==> src/rtl/mux_2_to_1_if.sv <==
// Signal bundle for the 2:1 datapath selector: data/select inputs from the
// producer side, combinational and registered observation outputs back.
interface mux_2_to_1_if #(
  parameter int WIDTH = 16,
  parameter int CNT_W = 16
);
  logic [WIDTH-1:0] A;
  logic [WIDTH-1:0] B;
  logic             sel;
  logic             cnt_clr;
  logic [WIDTH-1:0] MuxOut;
  logic [WIDTH-1:0] MuxOutQ;
  logic             sel_q;
  logic [CNT_W-1:0] toggle_cnt;

  modport master (
    output A, B, sel, cnt_clr,
    input  MuxOut, MuxOutQ, sel_q, toggle_cnt
  );

  modport slave (
    input  A, B, sel, cnt_clr,
    output MuxOut, MuxOutQ, sel_q, toggle_cnt
  );
endinterface

==> src/rtl/mux_2_to_1.sv <==
// 2:1 selector for PC/operand paths: same-cycle combinational output plus a
// registered copy and a saturating count of select transitions for debug.
module mux_2_to_1 #(
  parameter int WIDTH = 16,
  parameter int CNT_W = 16
) (
  input  logic         clk,
  input  logic         rst,
  mux_2_to_1_if.slave  bus
);

  logic [WIDTH-1:0] mux_d;
  logic [WIDTH-1:0] mux_out_q;
  logic             sel_q;
  logic [CNT_W-1:0] cnt_q, cnt_d;

  // Conditional operator keeps per-bit X only where A and B disagree.
  assign mux_d = bus.sel ? bus.B : bus.A;

  always_comb begin
    cnt_d = cnt_q;
    if (bus.cnt_clr)
      cnt_d = '0;
    else if ((bus.sel != sel_q) && (cnt_q != {CNT_W{1'b1}}))
      cnt_d = cnt_q + 1'b1;
  end

  always_ff @(posedge clk) begin
    if (rst) begin
      mux_out_q <= '0;
      sel_q     <= 1'b0;
      cnt_q     <= '0;
    end else begin
      mux_out_q <= mux_d;
      sel_q     <= bus.sel;
      cnt_q     <= cnt_d;
    end
  end

  assign bus.MuxOut     = mux_d;
  assign bus.MuxOutQ    = mux_out_q;
  assign bus.sel_q      = sel_q;
  assign bus.toggle_cnt = cnt_q;

endmodule

==> src/flat_wrapper.sv <==
// flat-port wrapper written by rule: the top's interface ports become plain ports
module mux_2_to_1_flat 
#(
  parameter int WIDTH = 16,
  parameter int CNT_W = 16
)
  (clk, rst, bus_A, bus_B, bus_sel, bus_cnt_clr, bus_MuxOut, bus_MuxOutQ, bus_sel_q, bus_toggle_cnt);
  mux_2_to_1_if #(.WIDTH(WIDTH), .CNT_W(CNT_W)) bus_i ();
  input  logic clk;
  input  logic rst;
  input wire logic [$bits(bus_i.A)-1:0] bus_A;
  input wire logic [$bits(bus_i.B)-1:0] bus_B;
  input wire logic [$bits(bus_i.sel)-1:0] bus_sel;
  input wire logic [$bits(bus_i.cnt_clr)-1:0] bus_cnt_clr;
  output wire logic [$bits(bus_i.MuxOut)-1:0] bus_MuxOut;
  output wire logic [$bits(bus_i.MuxOutQ)-1:0] bus_MuxOutQ;
  output wire logic [$bits(bus_i.sel_q)-1:0] bus_sel_q;
  output wire logic [$bits(bus_i.toggle_cnt)-1:0] bus_toggle_cnt;
  assign bus_i.A = bus_A;
  assign bus_i.B = bus_B;
  assign bus_i.sel = bus_sel;
  assign bus_i.cnt_clr = bus_cnt_clr;
  assign bus_MuxOut = bus_i.MuxOut;
  assign bus_MuxOutQ = bus_i.MuxOutQ;
  assign bus_sel_q = bus_i.sel_q;
  assign bus_toggle_cnt = bus_i.toggle_cnt;
  mux_2_to_1 #(.WIDTH(WIDTH), .CNT_W(CNT_W)) u_core (.clk(clk), .rst(rst), .bus(bus_i));
endmodule
==> config.mk <==
export PLATFORM = sky130hd
export DESIGN_NAME = mux_2_to_1_flat
export DESIGN_NICKNAME = d
export VERILOG_FILES = /design/src/rtl/mux_2_to_1_if.sv /design/src/rtl/mux_2_to_1.sv /design/src/flat_wrapper.sv
export SDC_FILE = /design/constraint.sdc
export NUM_CORES = 1
export LEC_CHECK = 0
export CAP_MARGIN = 20
export CORE_UTILIZATION = 35
export CTS_CLUSTER_DIAMETER = 150
export CTS_CLUSTER_SIZE = 16
export DETAILED_ROUTE_END_ITERATION = 8
export HOLD_SLACK_MARGIN = 0.12
export PLACE_DENSITY = 0.72
export SETUP_SLACK_MARGIN = 0.02
export SLEW_MARGIN = 20
export SYNTH_ARGS = -nofsm -noshare
export SYNTH_HDL_FRONTEND = slang
export SYNTH_SLANG_ARGS = --single-unit
==> constraint.sdc <==
create_clock -name clk -period 1.8 [get_ports clk]
set_input_delay 0.18 -clock clk [delete_from_list [all_inputs] [get_ports clk]]
set_output_delay 0.18 -clock clk [all_outputs]
set_load 0.005 [all_outputs]
==> results of run 1 <==
==> sequential cells by signal (all words and copies together), names as in the netlist <==
register               count
u_core.bus.toggle_cnt     16
u_core.bus.sel_q           1
u_core.bus.MuxOutQ        16
==> critical path: cells and delay by family <==
family | cells | cell delay (ns)
buffers and inverters | 3 | 0.92
multiplexers | 1 | 0.35
==> synth_stat cells (all sizes together) (5+ instances only) <==
| cell type | number |
|---|---|
| a21oi | 9 |
| and4 | 5 |
| dfxtp | 33 |
| mux2 | 16 |
| nand2 | 5 |
| nand3 | 10 |
| nand4 | 7 |
| nor2 | 5 |
| nor2b | 17 |
| o21ai | 7 |
| o31ai | 5 |
| or3 | 6 |
==> layer usage <==
| metal | share of wire (%) | vias to the layer above | routed length [µm] |
|---|---|---|---|
| met3 | 11 | 9 | 520 |
| met1 | 38 | 750 | 1723 |
| met2 | 48 | 66 | 2197 |
| met5 | 0 | - | 0 |
| li1 | - | 781 | - |
| met4 | 2.4 | 0 | 107 |
==> power breakdown <==
group / switching [mW] / internal, mW
Clock: 0.280 / 0.267
Sequential: 0.00925 / 0.757
Combinational: 0.0992 / 0.214
==> final timing paths <==
| path | cells past startpoint | end | startpoint | slack, ns |
|---|---|---|---|---|
| hold reg to reg | 2 | u_core.bus.toggle_cnt[11] | u_core.bus.toggle_cnt[11] | 0.52 |
| hold / removal | 3 | u_core.bus.sel_q | bus_sel | 0.51 |
| setup / recovery | 4 | bus_MuxOut[0] | bus_sel | 0.16 |
| setup reg to reg | 5 | u_core.bus.toggle_cnt[9] | u_core.bus.toggle_cnt[0] | 0.16 |
==> kinds of logic (layout without fill, tap and decap cells) <==
group | after synthesis | in the layout | share of synthesized area (%)
simple gates | 67 | 67 | 27.77
flops | 33 | 33 | 42.75
compound gates | 29 | 29 | 11.74
mux | 17 | 17 | 12.31
buf+inv | 7 | 108 | 2.267
xor+xnor | 2 | 2 | 2.349
fa+ha+maj | 1 | 1 | 0.8096
==> area by class of cell <==
type | count | area share [%]
Timing Repair Buffer | 98 | 36.36
Multi-Input combinational cell | 116 | 32.44
Sequential cell | 33 | 25.23
Clock buffer | 5 | 2.628
Tap cell | 50 | 2.389
Clock inverter | 3 | 0.6689
Inverter | 2 | 0.2867
==> stage by stage <==
step / cell area [µm²] / TNS (ns) / total power [mW] / hold WS (ns)
after floorplan: 1545 / 0 / 0.8781 / 0.2516
final: 2619 / 0 / 1.626 / 0.5081
after global placement: 2511 / -1.378 / 1.092 / 0.4979
after CTS: 2611 / 0 / 1.647 / 0.4988
after global routing: 2619 / 0 / 1.712 / 0.5182
after detailed placement: 2511 / -1.569 / 1.093 / 0.5065
==> repair_timing <==
action	in CTS	in global routing
pin swaps	0	1
buffers inserted	0	1
cloned	1	0
hold endpoints to repair	0	0
endpoints found under the setup margin	16	4
hold buffers	0	0
gates resized for setup	4	0
==> out/results.ini, run 1 <==
[clock_tree]
clk_pin_slew_ns = 0.06
cts_tree = done
clock_latency_ns = 0.29
cts_buffers = 5
root_buffer = clkbuf_8
cts_buffer_depth = 2
cts_htree_levels = 2
clock-sinks = 33

[place]
place_congestion = 0.8513
place_hpwl_um = 3467
dpl_worst_slack_ns = -0.1307
dp_cells = 297
portBuffers = 84

[layout]
drive_above_1_share_pct = 16.73
final_cell_mix = clkdlybuf4s50_1, dfxtp_1, nor2b_1
multi_input_area_um2 = 849.6
antenna_cells = 0
synthToLayoutAreaGrowth_pct = 69.47
fin_nets = 293
final_core_util_pct = 63.64
area.sequential_um2 = 660.6
fill_cells = 363
final_common_cell = clkdlybuf4s50_1
final_cells = 307

[route]
routed_wl_um = 4549
vias_per_cell = 5.231
postRouteAntennaNets = 0
dr.pass1.iters = 4
vias = 1606
initialDrtViolationCount = 131
wire_per_inst_um = 14.82
drcViolationCount = 0

[global_routing]
grt_pass1_vias = 1562
use_met2_pct = 35.42
grt_pass1_wl_um = 7396
met3_usage_pct = 13.00
overflow = 0
top_usage_layer = met2
antenna_found_initial = 0
track_usage_pct = 22.21
grt_max_degree = 18
gr-usage-met1_pct = 23.79

[sta]
setup_viol = 0
slew_violations = 0
tightest_slew_ns = 0.5219
rsz0062_at_grt = no
finalCriticalPeriod_ns = 1.643
hold_viol_final = 0
maxSlewHeadroom_pct = 65.08
fin_crit_sh_pct = 91.26
fmax_mhz = 608.8
clock-skew-final_ns = 0.005735
fin_ws_ns = 0.1573

[job]
drv_cap = 0

[die]
io_pins = 85
dieArea_um2 = 4685
start_util_pct = 37.55
placementRows = 23
chipHeight_um = 68.45
core_region_area_um2 = 4115
die_w_um = 68.45

[critical_path]
cp-end-kind = primary output
critPathMaxFanout = 6
slowest_delay_ns = 0.45
cp_cell_sequence = dlygate4sd2_1 -> buf_4 -> mux2_2 -> clkdlybuf4s50_1
slowest_stage = clkdlybuf4s50_1
crit_required_ns = 1.62
start_kind = input pin
critPathArrivalTime_ns = 1.46
worstSetupPathType = in -> out

[power_and_ir_drop]
power.density_nw_per_um2 = 620.7
irDropWorstVdd_uv = 364.9
p_leak_nw = 0.9641

[synth]
dominantRegCellSynth = dfxtp_1
async_flop_share_pct = 0
synth_area_leaders = dfxtp_1, mux2_2, nor2b_1
synth.distinct_cells = 34
syn_nets = 193
syn_inst = 156
ys_seq_area_share_pct = 42.75
syn_area_per_cell_um2 = 9.905
yosysWarnings = 0
synth_edf_count = 0
netlist_area_um2 = 1545
yosys.area.top_type_share_pct = 42.75
yosysTopAreaCell = dfxtp_1
ys_ff_latch = 33

[hold_path]
hp-class = in -> reg

[outcome]
run_status = completed

Note: power is estimated with default switching activity, not from simulation.
==> inputs of run 2 (changes only) <==
- CTS_CLUSTER_SIZE: 16 -> unset
==> results of run 2 <==
Same layout as run 1: the final DEF is identical, and so are final timing and power.
==> inputs of run 3 (changes only) <==
- ABC_AREA: unset -> 1
- PLACE_DENSITY: 0.72 -> 0.71
==> out/results.ini, run 3 <==
[sta]
slew_violations = 0  ; unchanged
finalCriticalPeriod_ns = 1.597  ; was 1.643 ns
clock-skew-final_ns = 0.002935  ; was 0.005735 ns
fin_hold_ws_ns = 0.4317  ; was 0.5081 ns
hold_viol_final = 0  ; unchanged
tightest_slew_ns = 0.3400  ; was 0.5219 ns
fin_ws_ns = 0.2032  ; was 0.1573 ns
setup_viol = 0  ; unchanged
rsz0062_at_grt = no  ; unchanged
maxSlewHeadroom_pct = 77.31  ; was 65.08%
tns_ns = 0  ; unchanged
fin_crit_sh_pct = 88.71  ; was 91.26%
fmax_mhz = 626.3  ; was 608.8 MHz

[synth]
yosys.area.top_type_share_pct = 40.99  ; was 42.75%
synth_edf_count = 0  ; unchanged
async_flop_share_pct = 0  ; unchanged
ys_seq_area_share_pct = 40.99  ; was 42.75%
ys_ff_latch = 33  ; unchanged
syn_area_per_cell_um2 = 6.632  ; was 9.905 µm²
syn_nets = 280  ; was 193
synth_commonest_cells = nand2_1, dfxtp_1, nor2_1  ; was dfxtp_1, nor2b_1, mux2_2
netlist_area_um2 = 1612  ; was 1545 µm²
syn_inst = 243  ; was 156
yosysWarnings = 0  ; unchanged
yosysTopAreaCell = dfxtp_1  ; unchanged
synth_most_common_cell = nand2_1  ; was dfxtp_1
synth.distinct_cells = 22  ; was 34
dominantRegCellSynth = dfxtp_1  ; unchanged
synth_area_leaders = dfxtp_1, nand2_1, a21oi_1  ; was dfxtp_1, mux2_2, nor2b_1

[power_and_ir_drop]
clkPwrFrac_pct = 39.5  ; was 33.6%
p_sw_mw = 0.3972  ; was 0.3884 mW
power.density_nw_per_um2 = 663.9  ; was 620.7 nW/µm²
p_leak_nw = 1.105  ; was 0.9641 nW
p_seq_share_pct = 42.3  ; was 47.1%
irDropWorstVdd_uv = 458.2  ; was 364.9 µV
sw_frac_of_total_pct = 21.91  ; was 23.90%
p_int_mw = 1.415  ; was 1.237 mW
combPwrFrac_pct = 18.2  ; was 19.3%

[route]
postRouteAntennaNets = 0  ; unchanged
vias = 1834  ; was 1606
wire_per_inst_um = 11.54  ; was 14.82 µm
routed_wl_um = 4546  ; was 4549 µm
initialDrtViolationCount = 70  ; was 131
vias_per_cell = 4.655  ; was 5.231
drcViolationCount = 0  ; unchanged
dr.pass1.iters = 4  ; unchanged

[clock_tree]
cts_buffers = 5  ; unchanged
clk_pin_slew_ns = 0.07  ; was 0.06 ns
root_buffer = clkbuf_8  ; unchanged
clock-sinks = 33  ; unchanged
cts_buffer_depth = 2  ; unchanged
cts_htree_levels = 2  ; unchanged
ctsHoldBuffers = 0  ; unchanged
cts_tree = done  ; unchanged
clock_latency_ns = 0.28  ; was 0.29 ns

[layout]
final_cells = 394  ; was 307
fill_cells = 403  ; was 363
fin_nets = 378  ; was 293
antenna_cells = 0  ; unchanged
final_cell_mix = nand2_1, clkdlybuf4s50_1, dfxtp_1  ; was clkdlybuf4s50_1, dfxtp_1, nor2b_1
drive_above_1_share_pct = 9.064  ; was 16.73%
final_common_cell = nand2_1  ; was clkdlybuf4s50_1
final_cell_area_um2 = 2730  ; was 2619 µm²
synthToLayoutAreaGrowth_pct = 69.41  ; was 69.47%

[critical_path]
critPathMaxFanout = 4  ; was 6
cp-end-kind = register  ; was primary output
start_kind = register  ; was input pin
worstSetupPathType = reg -> reg  ; was in -> out
crit_required_ns = 1.97  ; was 1.62 ns
critPathArrivalTime_ns = 1.77  ; was 1.46 ns

[global_routing]
gr-usage-met1_pct = 20.18  ; was 23.79%
track_usage_pct = 19.09  ; was 22.21%
use_met2_pct = 31.94  ; was 35.42%
met3_usage_pct = 10.53  ; was 13.00%
grt_pass1_wl_um = 7334  ; was 7396 µm
grt_pass1_vias = 1715  ; was 1562
antenna_found_initial = 0  ; unchanged
grt_max_degree = 19  ; was 18
overflow = 0  ; unchanged
top_usage_layer = met2  ; unchanged

[die]
core_region_area_um2 = 4384  ; was 4115 µm²
dieArea_um2 = 4880  ; was 4685 µm²
io_pins = 85  ; unchanged
placementRows = 24  ; was 23
start_util_pct = 36.76  ; was 37.55%
die_w_um = 69.86  ; was 68.45 µm
chipHeight_um = 69.86  ; was 68.45 µm

[place]
dp_cells = 385  ; was 297
dpl_worst_slack_ns = -0.0005285  ; was -0.1307 ns
portBuffers = 84  ; unchanged
place_hpwl_um = 3417  ; was 3467 µm
place_congestion = 0.8830  ; was 0.8513
postPlaceCellArea_um2 = 2579  ; was 2511 µm²

[hold_path]
hp-class = in -> reg  ; unchanged

[job]
drv_cap = 0  ; unchanged

[outcome]
run_status = completed  ; unchanged

==> run 3: cell types whose count changed after synthesis, moves of 5 or more <==
cell	change
inv_1	+13
nand2_1	+89
or3_1	-6
a21oi_1	+18
nand3_1	+8
o21ai_0	-6
nor2_1	+25
o31ai_1	-5
nand4_1	-6
and4_1	-5
mux2_2	-16
nor2b_1	-17
==> run 3: layout make-up <==
class / instances / area, µm² / area share, %
Timing Repair Buffer: 97 / 970.9 / 35.56
Multi-Input combinational cell: 187 / 840.8 / 30.80
Sequential cell: 33 / 660.6 / 24.20
Clock buffer: 7 / 86.33 / 3.162
Inverter: 17 / 76.32 / 2.796
Tap cell: 52 / 65.06 / 2.383
Clock inverter: 1 / 30.03 / 1.100
==> run 3: logic make-up (layout without fill, tap and decap cells) <==
logic type / Yosys count / count (layout) / synth area share (%)
buffers and inverters: 23 / 122 / 6.832
adder cells (fa/ha/maj): 1 / 1 / 0.7763
AND/OR/NAND/NOR: 156 / 156 / 41.61
XOR/XNOR: 2 / 2 / 1.087
flip-flops: 33 / 33 / 40.99
AO/OA/AOI/OAI: 28 / 28 / 8.695
==> run 3: power groups by stage <==
stage,Combinational [mW],Sequential [mW],Clock (mW)
2_1_floorplan,0.0946,0.787,0
3_3_place_gp,0.322,0.782,0
3_5_place_dp,0.322,0.783,0
4_1_cts,0.325,0.766,0.733
5_1_grt,0.362,0.769,0.755
6_report,0.330,0.766,0.716
==> run 3: repair_timing <==
| action | 4_1_cts | 5_1_grt |
|---|---|---|
| endpoints found under the setup margin | 0 | 16 |
| gates resized for setup | 0 | 3 |
| setup buffers | 0 | 0 |
==> run 3: critical path: stages, from the launching register on <==
cell	delay, ns
dfxtp_1	0.37
ha_1	0.18
inv_1	0.08
nor2_4	0.18
nand2_1	0.12
nor2_1	0.13
nor2_1	0.07
buf_4	0.15
o21ai_0	0.16
nor2_1	0.06
==> run 3: metrics by stage <==
stage,total power [mW],util (%)
after CTS,1.824,61.47
after floorplan,0.8813,-
final,1.813,62.27
after global placement,1.104,58.82
after global routing,1.885,62.27
after detailed placement,1.106,58.82
==> run 3: worst paths after layout <==
| check | startpoint | endpoint | slack (ns) | cells past startpoint |
|---|---|---|---|---|
| setup / recovery | u_core.bus.toggle_cnt[1] | u_core.bus.toggle_cnt[1] | 0.20 | 9 |
| hold / removal | bus_sel | u_core.bus.sel_q | 0.43 | 4 |
| setup reg to reg | u_core.bus.toggle_cnt[1] | u_core.bus.toggle_cnt[1] | 0.20 | 9 |
| hold reg to reg | u_core.bus.toggle_cnt[8] | u_core.bus.toggle_cnt[8] | 0.53 | 2 |
==> run 3: per-layer routing <==
layer,share of wire [%],vias up
met5,0,-
met4,0.46,0
met3,12,2
met2,47,74
met1,40,793
li1,-,965
